## config.mk

```make
export PLATFORM = sky130hd
export DESIGN_NAME = matmul_apb_master_flat
export DESIGN_NICKNAME = d
export VERILOG_FILES = /design/src/rtl/matmul_apb_master_if.sv /design/src/rtl/matmul_apb_master.sv /design/src/flat_wrapper.sv
export SDC_FILE = /design/constraint.sdc
export NUM_CORES = 1
export LEC_CHECK = 0
export CAP_MARGIN = 10
export CORE_MARGIN = 2
export CORE_UTILIZATION = 58
export CTS_CLUSTER_SIZE = 20
export DETAILED_ROUTE_END_ITERATION = 6
export GPL_TIMING_DRIVEN = 1
export PLACE_DENSITY_LB_ADDON = 0.2
export SYNTH_ARGS = -nofsm -noshare
export SYNTH_HDL_FRONTEND = slang
export SYNTH_SLANG_ARGS = --single-unit
```

## constraint.sdc

```tcl
create_clock -name clk -period 7 [get_ports clk]
set_clock_uncertainty 0.05 [all_clocks]
set_input_delay 1.05 -clock clk [delete_from_list [all_inputs] [get_ports clk]]
set_output_delay 1.05 -clock clk [all_outputs]
set_load 0.1 [all_outputs]
```

## src/rtl/matmul_apb_master_if.sv

```systemverilog
// Command/response handshake plus APB bus bundle for the matmul APB master.
interface matmul_apb_master_if #(
   parameter int unsigned BUS_WIDTH  = 32,
   parameter int unsigned DATA_WIDTH = 8,
   parameter int unsigned ADDR_WIDTH = 16
);
   localparam int unsigned MAX_DIM = BUS_WIDTH / DATA_WIDTH;

   logic                  cmd_valid;
   logic                  cmd_ready;
   logic                  cmd_write;
   logic [ADDR_WIDTH-1:0] cmd_addr;
   logic [BUS_WIDTH-1:0]  cmd_wdata;
   logic [MAX_DIM-1:0]    cmd_strb;

   logic                  rsp_valid;
   logic                  rsp_ready;
   logic [BUS_WIDTH-1:0]  rsp_rdata;
   logic                  rsp_err;
   logic                  rsp_timeout;

   logic                  psel;
   logic                  penable;
   logic                  pwrite;
   logic [ADDR_WIDTH-1:0] paddr;
   logic [BUS_WIDTH-1:0]  pwdata;
   logic [MAX_DIM-1:0]    pstrb;
   logic [BUS_WIDTH-1:0]  prdata;
   logic                  pready;
   logic                  pslverr;

   logic                  idle;

   modport master (
      input  cmd_valid, cmd_write, cmd_addr, cmd_wdata, cmd_strb, rsp_ready,
             prdata, pready, pslverr,
      output cmd_ready, rsp_valid, rsp_rdata, rsp_err, rsp_timeout,
             psel, penable, pwrite, paddr, pwdata, pstrb, idle
   );

   modport slave (
      output cmd_valid, cmd_write, cmd_addr, cmd_wdata, cmd_strb, rsp_ready,
             prdata, pready, pslverr,
      input  cmd_ready, rsp_valid, rsp_rdata, rsp_err, rsp_timeout,
             psel, penable, pwrite, paddr, pwdata, pstrb, idle
   );
endinterface

```

## src/rtl/matmul_apb_master.sv

```systemverilog
// Queued APB master: buffers commands in a small FIFO and issues them one at a
// time as SETUP/ACCESS transfers with a bounded wait, returning one response each.
module matmul_apb_master #(
   parameter int unsigned BUS_WIDTH  = 32,
   parameter int unsigned DATA_WIDTH = 8,
   parameter int unsigned ADDR_WIDTH = 16,
   parameter int unsigned FIFO_DEPTH = 4,
   parameter int unsigned TIMEOUT    = 16
) (
   input logic                 clk,
   input logic                 rst,
   matmul_apb_master_if.master bus
);
   localparam int unsigned MAX_DIM = BUS_WIDTH / DATA_WIDTH;
   localparam int unsigned PTR_W   = $clog2(FIFO_DEPTH);
   localparam int unsigned CNT_W   = $clog2(FIFO_DEPTH + 1);
   localparam int unsigned WAIT_W  = $clog2(TIMEOUT + 1);

   typedef struct packed {
      logic                  write;
      logic [ADDR_WIDTH-1:0] addr;
      logic [BUS_WIDTH-1:0]  wdata;
      logic [MAX_DIM-1:0]    strb;
   } cmd_t;

   typedef enum logic [1:0] {S_IDLE, S_SETUP, S_ACCESS, S_RESP} state_t;

   state_t                state_q;
   cmd_t                  mem_q [FIFO_DEPTH];
   logic [PTR_W-1:0]      wr_ptr_q, rd_ptr_q;
   logic [CNT_W-1:0]      count_q, count_d;
   logic [WAIT_W-1:0]     wait_q;
   logic                  cmd_ready_q, idle_q;
   logic                  psel_q, penable_q, pwrite_q;
   logic [ADDR_WIDTH-1:0] paddr_q;
   logic [BUS_WIDTH-1:0]  pwdata_q, rsp_rdata_q;
   logic [MAX_DIM-1:0]    pstrb_q;
   logic                  rsp_valid_q, rsp_err_q, rsp_timeout_q;
   logic                  push_c, pop_c;
   cmd_t                  head_c;

   assign push_c = bus.cmd_valid && cmd_ready_q;
   assign pop_c  = (state_q == S_IDLE) && (count_q != '0);
   assign head_c = mem_q[rd_ptr_q];

   always_comb begin
      count_d = count_q + CNT_W'(push_c) - CNT_W'(pop_c);
   end

   // Payload storage needs no reset; occupancy is tracked by the counter.
   always_ff @(posedge clk) begin
      if (push_c) begin
         mem_q[wr_ptr_q] <= '{write: bus.cmd_write, addr: bus.cmd_addr,
                              wdata: bus.cmd_wdata, strb: bus.cmd_strb};
      end
   end

   always_ff @(posedge clk or posedge rst) begin
      if (rst) begin
         wr_ptr_q <= '0;
         rd_ptr_q <= '0;
         count_q  <= '0;
      end else begin
         if (push_c) wr_ptr_q <= wr_ptr_q + PTR_W'(1);
         if (pop_c)  rd_ptr_q <= rd_ptr_q + PTR_W'(1);
         count_q <= count_d;
      end
   end

   // Transfer FSM; every bus and response output is a register updated here.
   always_ff @(posedge clk or posedge rst) begin
      if (rst) begin
         state_q       <= S_IDLE;
         wait_q        <= '0;
         cmd_ready_q   <= 1'b0;
         idle_q        <= 1'b1;
         psel_q        <= 1'b0;
         penable_q     <= 1'b0;
         pwrite_q      <= 1'b0;
         paddr_q       <= '0;
         pwdata_q      <= '0;
         pstrb_q       <= '0;
         rsp_valid_q   <= 1'b0;
         rsp_err_q     <= 1'b0;
         rsp_timeout_q <= 1'b0;
         rsp_rdata_q   <= '0;
      end else begin
         cmd_ready_q <= (count_d != CNT_W'(FIFO_DEPTH));
         unique case (state_q)
            S_IDLE: begin
               if (pop_c) begin
                  state_q  <= S_SETUP;
                  idle_q   <= 1'b0;
                  wait_q   <= '0;
                  psel_q   <= 1'b1;
                  pwrite_q <= head_c.write;
                  paddr_q  <= head_c.addr;
                  pwdata_q <= head_c.wdata;
                  pstrb_q  <= head_c.write ? head_c.strb : '0;
               end else begin
                  idle_q <= (count_d == '0);
               end
            end
            S_SETUP: begin
               state_q   <= S_ACCESS;
               penable_q <= 1'b1;
            end
            S_ACCESS: begin
               if (bus.pready) begin
                  state_q       <= S_RESP;
                  psel_q        <= 1'b0;
                  penable_q     <= 1'b0;
                  pstrb_q       <= '0;
                  rsp_valid_q   <= 1'b1;
                  rsp_rdata_q   <= pwrite_q ? '0 : bus.prdata;
                  rsp_err_q     <= bus.pslverr;
                  rsp_timeout_q <= 1'b0;
               end else if (wait_q == WAIT_W'(TIMEOUT - 1)) begin
                  state_q       <= S_RESP;
                  psel_q        <= 1'b0;
                  penable_q     <= 1'b0;
                  pstrb_q       <= '0;
                  rsp_valid_q   <= 1'b1;
                  rsp_rdata_q   <= '0;
                  rsp_err_q     <= 1'b1;
                  rsp_timeout_q <= 1'b1;
               end else begin
                  wait_q <= wait_q + WAIT_W'(1);
               end
            end
            S_RESP: begin
               if (bus.rsp_ready) begin
                  state_q     <= S_IDLE;
                  rsp_valid_q <= 1'b0;
                  idle_q      <= (count_d == '0);
               end
            end
            default: state_q <= S_IDLE;
         endcase
      end
   end

   assign bus.cmd_ready   = cmd_ready_q;
   assign bus.idle        = idle_q;
   assign bus.psel        = psel_q;
   assign bus.penable     = penable_q;
   assign bus.pwrite      = pwrite_q;
   assign bus.paddr       = paddr_q;
   assign bus.pwdata      = pwdata_q;
   assign bus.pstrb       = pstrb_q;
   assign bus.rsp_valid   = rsp_valid_q;
   assign bus.rsp_rdata   = rsp_rdata_q;
   assign bus.rsp_err     = rsp_err_q;
   assign bus.rsp_timeout = rsp_timeout_q;
endmodule
```

## src/flat_wrapper.sv

```systemverilog
// flat-port wrapper written by rule: the top's interface ports become plain ports
module matmul_apb_master_flat 
#(
   parameter int unsigned BUS_WIDTH  = 32,
   parameter int unsigned DATA_WIDTH = 8,
   parameter int unsigned ADDR_WIDTH = 16,
   parameter int unsigned FIFO_DEPTH = 4,
   parameter int unsigned TIMEOUT    = 16
)
  (clk, rst, bus_cmd_valid, bus_cmd_write, bus_cmd_addr, bus_cmd_wdata, bus_cmd_strb, bus_rsp_ready, bus_prdata, bus_pready, bus_pslverr, bus_cmd_ready, bus_rsp_valid, bus_rsp_rdata, bus_rsp_err, bus_rsp_timeout, bus_psel, bus_penable, bus_pwrite, bus_paddr, bus_pwdata, bus_pstrb, bus_idle);
  matmul_apb_master_if #(.BUS_WIDTH(BUS_WIDTH), .DATA_WIDTH(DATA_WIDTH), .ADDR_WIDTH(ADDR_WIDTH)) bus_i ();
  input logic clk;
  input logic rst;
  input wire logic [$bits(bus_i.cmd_valid)-1:0] bus_cmd_valid;
  input wire logic [$bits(bus_i.cmd_write)-1:0] bus_cmd_write;
  input wire logic [$bits(bus_i.cmd_addr)-1:0] bus_cmd_addr;
  input wire logic [$bits(bus_i.cmd_wdata)-1:0] bus_cmd_wdata;
  input wire logic [$bits(bus_i.cmd_strb)-1:0] bus_cmd_strb;
  input wire logic [$bits(bus_i.rsp_ready)-1:0] bus_rsp_ready;
  input wire logic [$bits(bus_i.prdata)-1:0] bus_prdata;
  input wire logic [$bits(bus_i.pready)-1:0] bus_pready;
  input wire logic [$bits(bus_i.pslverr)-1:0] bus_pslverr;
  output wire logic [$bits(bus_i.cmd_ready)-1:0] bus_cmd_ready;
  output wire logic [$bits(bus_i.rsp_valid)-1:0] bus_rsp_valid;
  output wire logic [$bits(bus_i.rsp_rdata)-1:0] bus_rsp_rdata;
  output wire logic [$bits(bus_i.rsp_err)-1:0] bus_rsp_err;
  output wire logic [$bits(bus_i.rsp_timeout)-1:0] bus_rsp_timeout;
  output wire logic [$bits(bus_i.psel)-1:0] bus_psel;
  output wire logic [$bits(bus_i.penable)-1:0] bus_penable;
  output wire logic [$bits(bus_i.pwrite)-1:0] bus_pwrite;
  output wire logic [$bits(bus_i.paddr)-1:0] bus_paddr;
  output wire logic [$bits(bus_i.pwdata)-1:0] bus_pwdata;
  output wire logic [$bits(bus_i.pstrb)-1:0] bus_pstrb;
  output wire logic [$bits(bus_i.idle)-1:0] bus_idle;
  assign bus_i.cmd_valid = bus_cmd_valid;
  assign bus_i.cmd_write = bus_cmd_write;
  assign bus_i.cmd_addr = bus_cmd_addr;
  assign bus_i.cmd_wdata = bus_cmd_wdata;
  assign bus_i.cmd_strb = bus_cmd_strb;
  assign bus_i.rsp_ready = bus_rsp_ready;
  assign bus_i.prdata = bus_prdata;
  assign bus_i.pready = bus_pready;
  assign bus_i.pslverr = bus_pslverr;
  assign bus_cmd_ready = bus_i.cmd_ready;
  assign bus_rsp_valid = bus_i.rsp_valid;
  assign bus_rsp_rdata = bus_i.rsp_rdata;
  assign bus_rsp_err = bus_i.rsp_err;
  assign bus_rsp_timeout = bus_i.rsp_timeout;
  assign bus_psel = bus_i.psel;
  assign bus_penable = bus_i.penable;
  assign bus_pwrite = bus_i.pwrite;
  assign bus_paddr = bus_i.paddr;
  assign bus_pwdata = bus_i.pwdata;
  assign bus_pstrb = bus_i.pstrb;
  assign bus_idle = bus_i.idle;
  matmul_apb_master #(.BUS_WIDTH(BUS_WIDTH), .DATA_WIDTH(DATA_WIDTH), .ADDR_WIDTH(ADDR_WIDTH), .FIFO_DEPTH(FIFO_DEPTH), .TIMEOUT(TIMEOUT)) u_core (.clk(clk), .rst(rst), .bus(bus_i));
endmodule
```

==> flow_summary.json, run 1 <==
{
  "core-area_um2": 20200,
  "status": "finished clean",
  "cts-htree-levels": 1,
  "clock-sinks": 318,
  "hpwl_um": 14600,
  "clk_pin_slew_ps": 60,
  "cts_resized": 0,
  "synth.distinct_cells": 39,
  "syn_inst": 702,
  "reg2reg_to": "u_core.bus.idle",
  "cts_tree": "yes",
  "max-slew-margin-rel_pct": 25.4,
  "path_depth": 12,
  "viasPerCell": 5.61,
  "final_hold_viol_count": 0,
  "die_h_um": 147,
  "r2r_cells": 12,
  "critPathCapture": "u_core.bus.idle",
  "crit_type": "flip-flop to flip-flop",
  "synth-async-reset-ratio_pct": 33.3,
  "cts_hold_buf": 0,
  "cap_violations": 0,
  "root_buffer": "clkbuf_16",
  "initial_utilization_pct": 59.1,
  "worst-path-buf-inv": 4,
  "start_kind": "flip-flop",
  "drtPass1Iterations": 5,
  "ys_ff_latch": 318,
  "drv_slew": 0,
  "fillCellCount": 1194,
  "min_period_over_period_pct": 54.9,
  "instances_no_fill": 1186,
  "wl_per_cell_um": 20.7,
  "antenna_found_initial": 1,
  "post-cts-setup-buffers": 0,
  "worstMarginPinSlew_ps": 1120,
  "layout-drive-gt1-share_pct": 13.2,
  "die_area_um2": 21700,
  "cts_buffer_depth": 3,
  "hp-class": "flip-flop to flip-flop",
  "slowest_stage": "inv_2",
  "fmax_mhz": 260,
  "grt_util_all_layers_pct": 23.0,
  "place_inst": 1129,
  "ant_nets": 0,
  "layout.nets": 995,
  "insertedDiodeCount": 0,
  "syn-cell-area_um2": 11900,
  "wl_met1_um": 9840,
  "wirelength_um": 24600,
  "met2_length_um": 12500,
  "cp_cell_sequence": "inv_1 > ha_1 > o31ai_4 > buf_4 > inv_2 > ha_1 > inv_1 > ha_1 > fa_1 > nor2_1 > o21ai_0 > o31ai_1",
  "grt_max_degree": 75,
  "slowest_delay_ps": 590,
  "postSynthAreaPerCell_um2": 17.0,
  "grt_pass1_vias": 7058,
  "worst_slack_ps": 3150,
  "drc": 0,
  "yosys_warnings": 0,
  "worstPathArrival_ps": 4240,
  "syn_to_final_growth_pct": 26.0,
  "fin_tns_setup_ps": 0,
  "place_ws_ps": 3140,
  "min_period_ps": 3850,
  "drt_iter0_markers": 420,
  "ios": 183,
  "io_buffers": 182,
  "cts_buffers": 30,
  "top_layer": "met5",
  "timing.hold.ws_ps": 424,
  "grt-ovfl-total": 0,
  "rsz0062_at_grt": "no",
  "clock_latency_ps": 550,
  "crit_start": "u_core.state_q[0]",
  "setup_viol": 0,
  "crit_fanout": 54,
  "r2r_start": "u_core.state_q[0]",
  "ys_seq_area_share_pct": 75.7,
  "gp_congestion": 0.863,
  "synth_flop_cell": "edfxtp_1",
  "die_width_um": 147,
  "wl_met3_um": 1650,
  "worst_ep_required_time_ps": 7390,
  "syn-num-nets": 805,
  "rows": 52,
  "path_common_cell": "ha_1",
  "crit_family": "adder cells",
  "synth_edf_count": 212,
  "r2r_setup_slack_ps": 3150,
  "worst_setup_path_end_kind": "flip-flop",
  "grt_pass1_wl_um": 38400,
  "vias": 6658
}
## worst min path at each step
| stage | from | to | slack (ps) | cells after the start |
|---|---|---|---|---|
| 3_3_place_gp | u_core.bus.paddr[0] | u_core.bus.paddr[0] | 410 | 2 |
| 4_1_cts | u_core.bus.paddr[15] | u_core.bus.paddr[15] | 430 | 2 |
| 5_1_grt | u_core.bus.paddr[15] | u_core.bus.paddr[15] | 450 | 2 |
| 2_1_floorplan | u_core.wait_q[4] | u_core.wait_q[4] | 430 | 1 |
| 6_report | u_core.bus.paddr[15] | u_core.bus.paddr[15] | 420 | 2 |
| 3_5_place_dp | u_core.bus.pwdata[7] | u_core.bus.pwdata[7] | 410 | 2 |
## per-stage QoR
stage          instance area [um2]  utilization, %
2_1_floorplan                11900               -
3_3_place_gp                 14000            69.4
3_5_place_dp                 14000            69.4
4_1_cts                      15000            74.3
5_1_grt                      15000            74.4
6_report                     15000            74.4
## flip-flops by register name, summed over array words and instances, names as in the netlist, 3 cells and up
name                  cells
u_core.bus.pwdata        32
u_core.bus.rsp_rdata     32
u_core.wait_q             5
u_core.bus.paddr         16
u_core.count_q            3
u_core.mem_q            212
u_core.bus.pstrb          4
## worst min-delay path, stage by stage (launching register included)
cell     delay (ps)
dfrtp_1         340
nand2_1          50
nand2_1          50
## area by class of cell
type	count	area [um2]	area share (%)
well taps	270	338	2.25
multi-input cells	336	2690	17.9
inverters	16	62.6	0.417
clock inverters	8	105	0.700
flip-flops and latches	318	9020	60.1
repair buffers	190	1900	12.7
clock buffers	48	888	5.92
## layer usage
layer	vias up	track usage [%]
met5	-	0
met4	2	6.78
met3	46	5.03
met2	243	40.1
met1	3373	29.5
li1	2994	-
## synthesized netlist by cell type (2+ instances only)
cell	instances	area (um2)
o21ai_0	21	105
nor2_1	4	15.0
a21oi_1	4	20.0
clkbuf_1	16	60.1
a32o_1	4	40.0
a22o_2	3	30.0
xnor2_1	5	43.8
buf_1	4	15.0
a22o_1	23	201
ha_1	11	138
mux2i_1	2	20.0
edfxtp_1	212	6370
dfrtp_1	105	2630
mux4_2	53	1190
nand3_1	4	20.0
buf_4	5	37.5
buf_2	7	35.0
inv_1	15	56.3
nand2_1	180	676
and3_1	5	31.3
## cell families (layout without fill, tap and decap cells)
| kind of cell | count (synthesis) | after routing | synth area share, % |
|---|---|---|---|
| flops | 318 | 318 | 75.7 |
| xor+xnor | 6 | 6 | 0.441 |
| mux | 55 | 55 | 10.2 |
| simple gates | 201 | 201 | 6.72 |
| fa+ha+maj | 12 | 12 | 1.32 |
| buf+inv | 48 | 262 | 1.74 |
| compound gates | 62 | 62 | 3.88 |
## cell usage in the layout, fill, tap and decap left out, types with 2 or more instances in the layout
master           instances
a21oi_1                  4
a22o_1                  23
a22o_2                   3
a32o_1                   4
and3_2                   4
buf_4                    7
bufinv_16                2
clkbuf_1                11
clkbuf_16               30
clkbuf_8                 7
clkdlybuf4s50_1        182
clkinv_2                 4
dfrtp_1                103
edfxtp_1               212
ha_1                    11
inv_1                   14
mux2i_1                  2
mux4_2                  53
nand2_1                180
nand3_1                  4
nor2_1                   4
o21ai_0                 21
xnor2_1                  5
Power of run 1 is not shown: default switching activity piles up to over one toggle a cycle in this logic, so the estimate is an artifact.
==> run 2, diff against run 1 <==
--- a/config.mk
+++ b/config.mk
@@ -7,7 +7,7 @@
 export LEC_CHECK = 0
 export CAP_MARGIN = 10
 export CORE_MARGIN = 2
-export CORE_UTILIZATION = 58
+export CORE_UTILIZATION = 54
 export CTS_CLUSTER_SIZE = 20
 export DETAILED_ROUTE_END_ITERATION = 6
 export GPL_TIMING_DRIVEN = 1
==> constraint.sdc (replaced) <==
create_clock -name clk -period 3.88 [get_ports clk]
set_clock_uncertainty 0.05 [all_clocks]
set_input_delay 0.582 -clock clk [delete_from_list [all_inputs] [get_ports clk]]
set_output_delay 0.582 -clock clk [all_outputs]
set_load 0.1 [all_outputs]
==> run 2 against run 1 <==
Against the previous run: global-route usage shrank 1.3 points; die area rose by 7.2%; sequential share of layout area fell by 0.75 points; setup slack lost 2100 ps; largest cell class unchanged.
==> flow_summary.json, run 2 (synthesized netlist as in run 1, its figures left out) <==
{
  "regMostFlops": "u_core.mem_q",
  "layout.nets": 1006,
  "antenna_found_initial": 0,
  "clock_latency_ps": 510,
  "drv_slew": 0,
  "clk_pin_slew_ps": 50,
  "slowest_stage": "clkdlybuf4s50_1",
  "grt_pass1_wl_um": 39400,
  "io_buffers": 182,
  "place_ws_ps": 1030,
  "cts_buffers": 35,
  "min_period_over_period_pct": 72.5,
  "gp_congestion": 0.835,
  "clock-sinks": 318,
  "vias": 6641,
  "status": "finished clean",
  "start_kind": "flip-flop",
  "critPathCapture": "bus_idle",
  "cts_tree": "yes",
  "crit_family": "buffers and inverters",
  "cts_hold_buf": 0,
  "initial_utilization_pct": 54.8,
  "setup_viol": 0,
  "min_period_ps": 2810,
  "cts-htree-levels": 2,
  "fin_tns_setup_ps": 0,
  "worst_ep_required_time_ps": 3250,
  "r2r_cells": 11,
  "cts_buffer_depth": 3,
  "crit_type": "flip-flop to primary output",
  "largest_reg_flops": 212,
  "worstPathArrival_ps": 2180,
  "cts_resized": 0,
  "die_width_um": 153,
  "finish.utilization_pct": 69.9,
  "multi_input_area_um2": 2690,
  "grt-ovfl-total": 0,
  "hp-class": "flip-flop to flip-flop",
  "worst_setup_path_end_kind": "primary output",
  "drc": 0,
  "drtPass1Iterations": 6,
  "crit_fanout": 2,
  "path_depth": 1,
  "fmax_mhz": 356,
  "die_h_um": 153,
  "viasPerCell": 5.49,
  "reg2reg_to": "u_core.bus.idle",
  "wirelength_um": 24700,
  "post-cts-setup-buffers": 0,
  "crit_start": "u_core.bus.idle",
  "grt_pass1_vias": 7141,
  "root_buffer": "clkbuf_16",
  "cap_violations": 0,
  "final_hold_viol_count": 0,
  "worst_slack_ps": 1070,
  "grt_max_degree": 54,
  "cp_cell_sequence": "clkdlybuf4s50_1",
  "layout_commonest_cell": "edfxtp_1",
  "die_area_um2": 23300,
  "final_cell_mix": "edfxtp_1, clkdlybuf4s50_1, nand2_1",
  "ios": 183,
  "core-area_um2": 21800,
  "r2r_setup_slack_ps": 1330,
  "worst-path-buf-inv": 1,
  "drt_iter0_markers": 406,
  "rows": 54,
  "grt_util_all_layers_pct": 21.7,
  "rsz0062_at_grt": "no",
  "max-slew-margin-rel_pct": 30.5,
  "slowest_delay_ps": 1140,
  "ant_nets": 0,
  "fillCellCount": 1429,
  "insertedDiodeCount": 0,
  "worstMarginPinSlew_ps": 1040,
  "wl_per_cell_um": 20.4,
  "layout-drive-gt1-share_pct": 13.8,
  "r2r_start": "u_core.state_q[1]",
  "ff_latch_area_um2": 9020,
  "syn_to_final_growth_pct": 27.6,
  "hpwl_um": 15300
}
-- run 2: changes by cell type in the layout (fill, tap and decap cells not counted), sizes merged --
cell	previous run	this run
bufinv	2	1
inv	16	17
buf	8	14
clkinv	6	14
-- run 2: worst min-delay path by stage --
stage,cells after the start,to,from,slack [ps]
final,2,u_core.bus.pwdata[24],u_core.bus.pwdata[24],420
after global routing,2,u_core.bus.pwdata[21],u_core.bus.pwdata[21],450
after CTS,2,u_core.bus.pwdata[26],u_core.bus.pwdata[26],420
after detailed placement,2,u_core.bus.pwdata[21],u_core.bus.pwdata[21],410
after global placement,2,u_core.bus.pwdata[26],u_core.bus.pwdata[26],410
after floorplan,1,u_core.wait_q[4],u_core.wait_q[4],430
-- run 2: final cells by class --
type | instances | share of cell area [%]
Tap cell | 280 | 2.30
Inverter | 16 | 0.412
Clock inverter | 16 | 0.724
Timing Repair Buffer | 196 | 13.1
Clock buffer | 48 | 6.35
Sequential cell | 318 | 59.4
Multi-Input combinational cell | 336 | 17.7
-- run 2: worst min-delay path: stages (launching register included) --
cell and delay [ps]:
dfrtp_1 340, nand2_1 50, nand2_1 50
-- run 2: stage by stage --
| step | hold WS [ps] | instances | cell area (um2) |
|---|---|---|---|
| 4_1_cts | 425 | 1209 | 15200 |
| 3_3_place_gp | 410 | 1145 | 14100 |
| 5_1_grt | 447 | 1210 | 15200 |
| 3_5_place_dp | 412 | 1145 | 14100 |
| 2_1_floorplan | 427 | 702 | 11900 |
| 6_report | 418 | 1210 | 15200 |
-- run 2: layer usage --
layer,share of wire [%],routed length (um),GRT usage (%),vias up
met3,6.5,1600,4.92,38
met2,51,12600,37.5,224
li1,-,-,-,3015
met5,0,0,0,-
met1,41,9990,28.2,3364
met4,1.8,449,5.73,0
Power of run 2 is left out for the same reason.
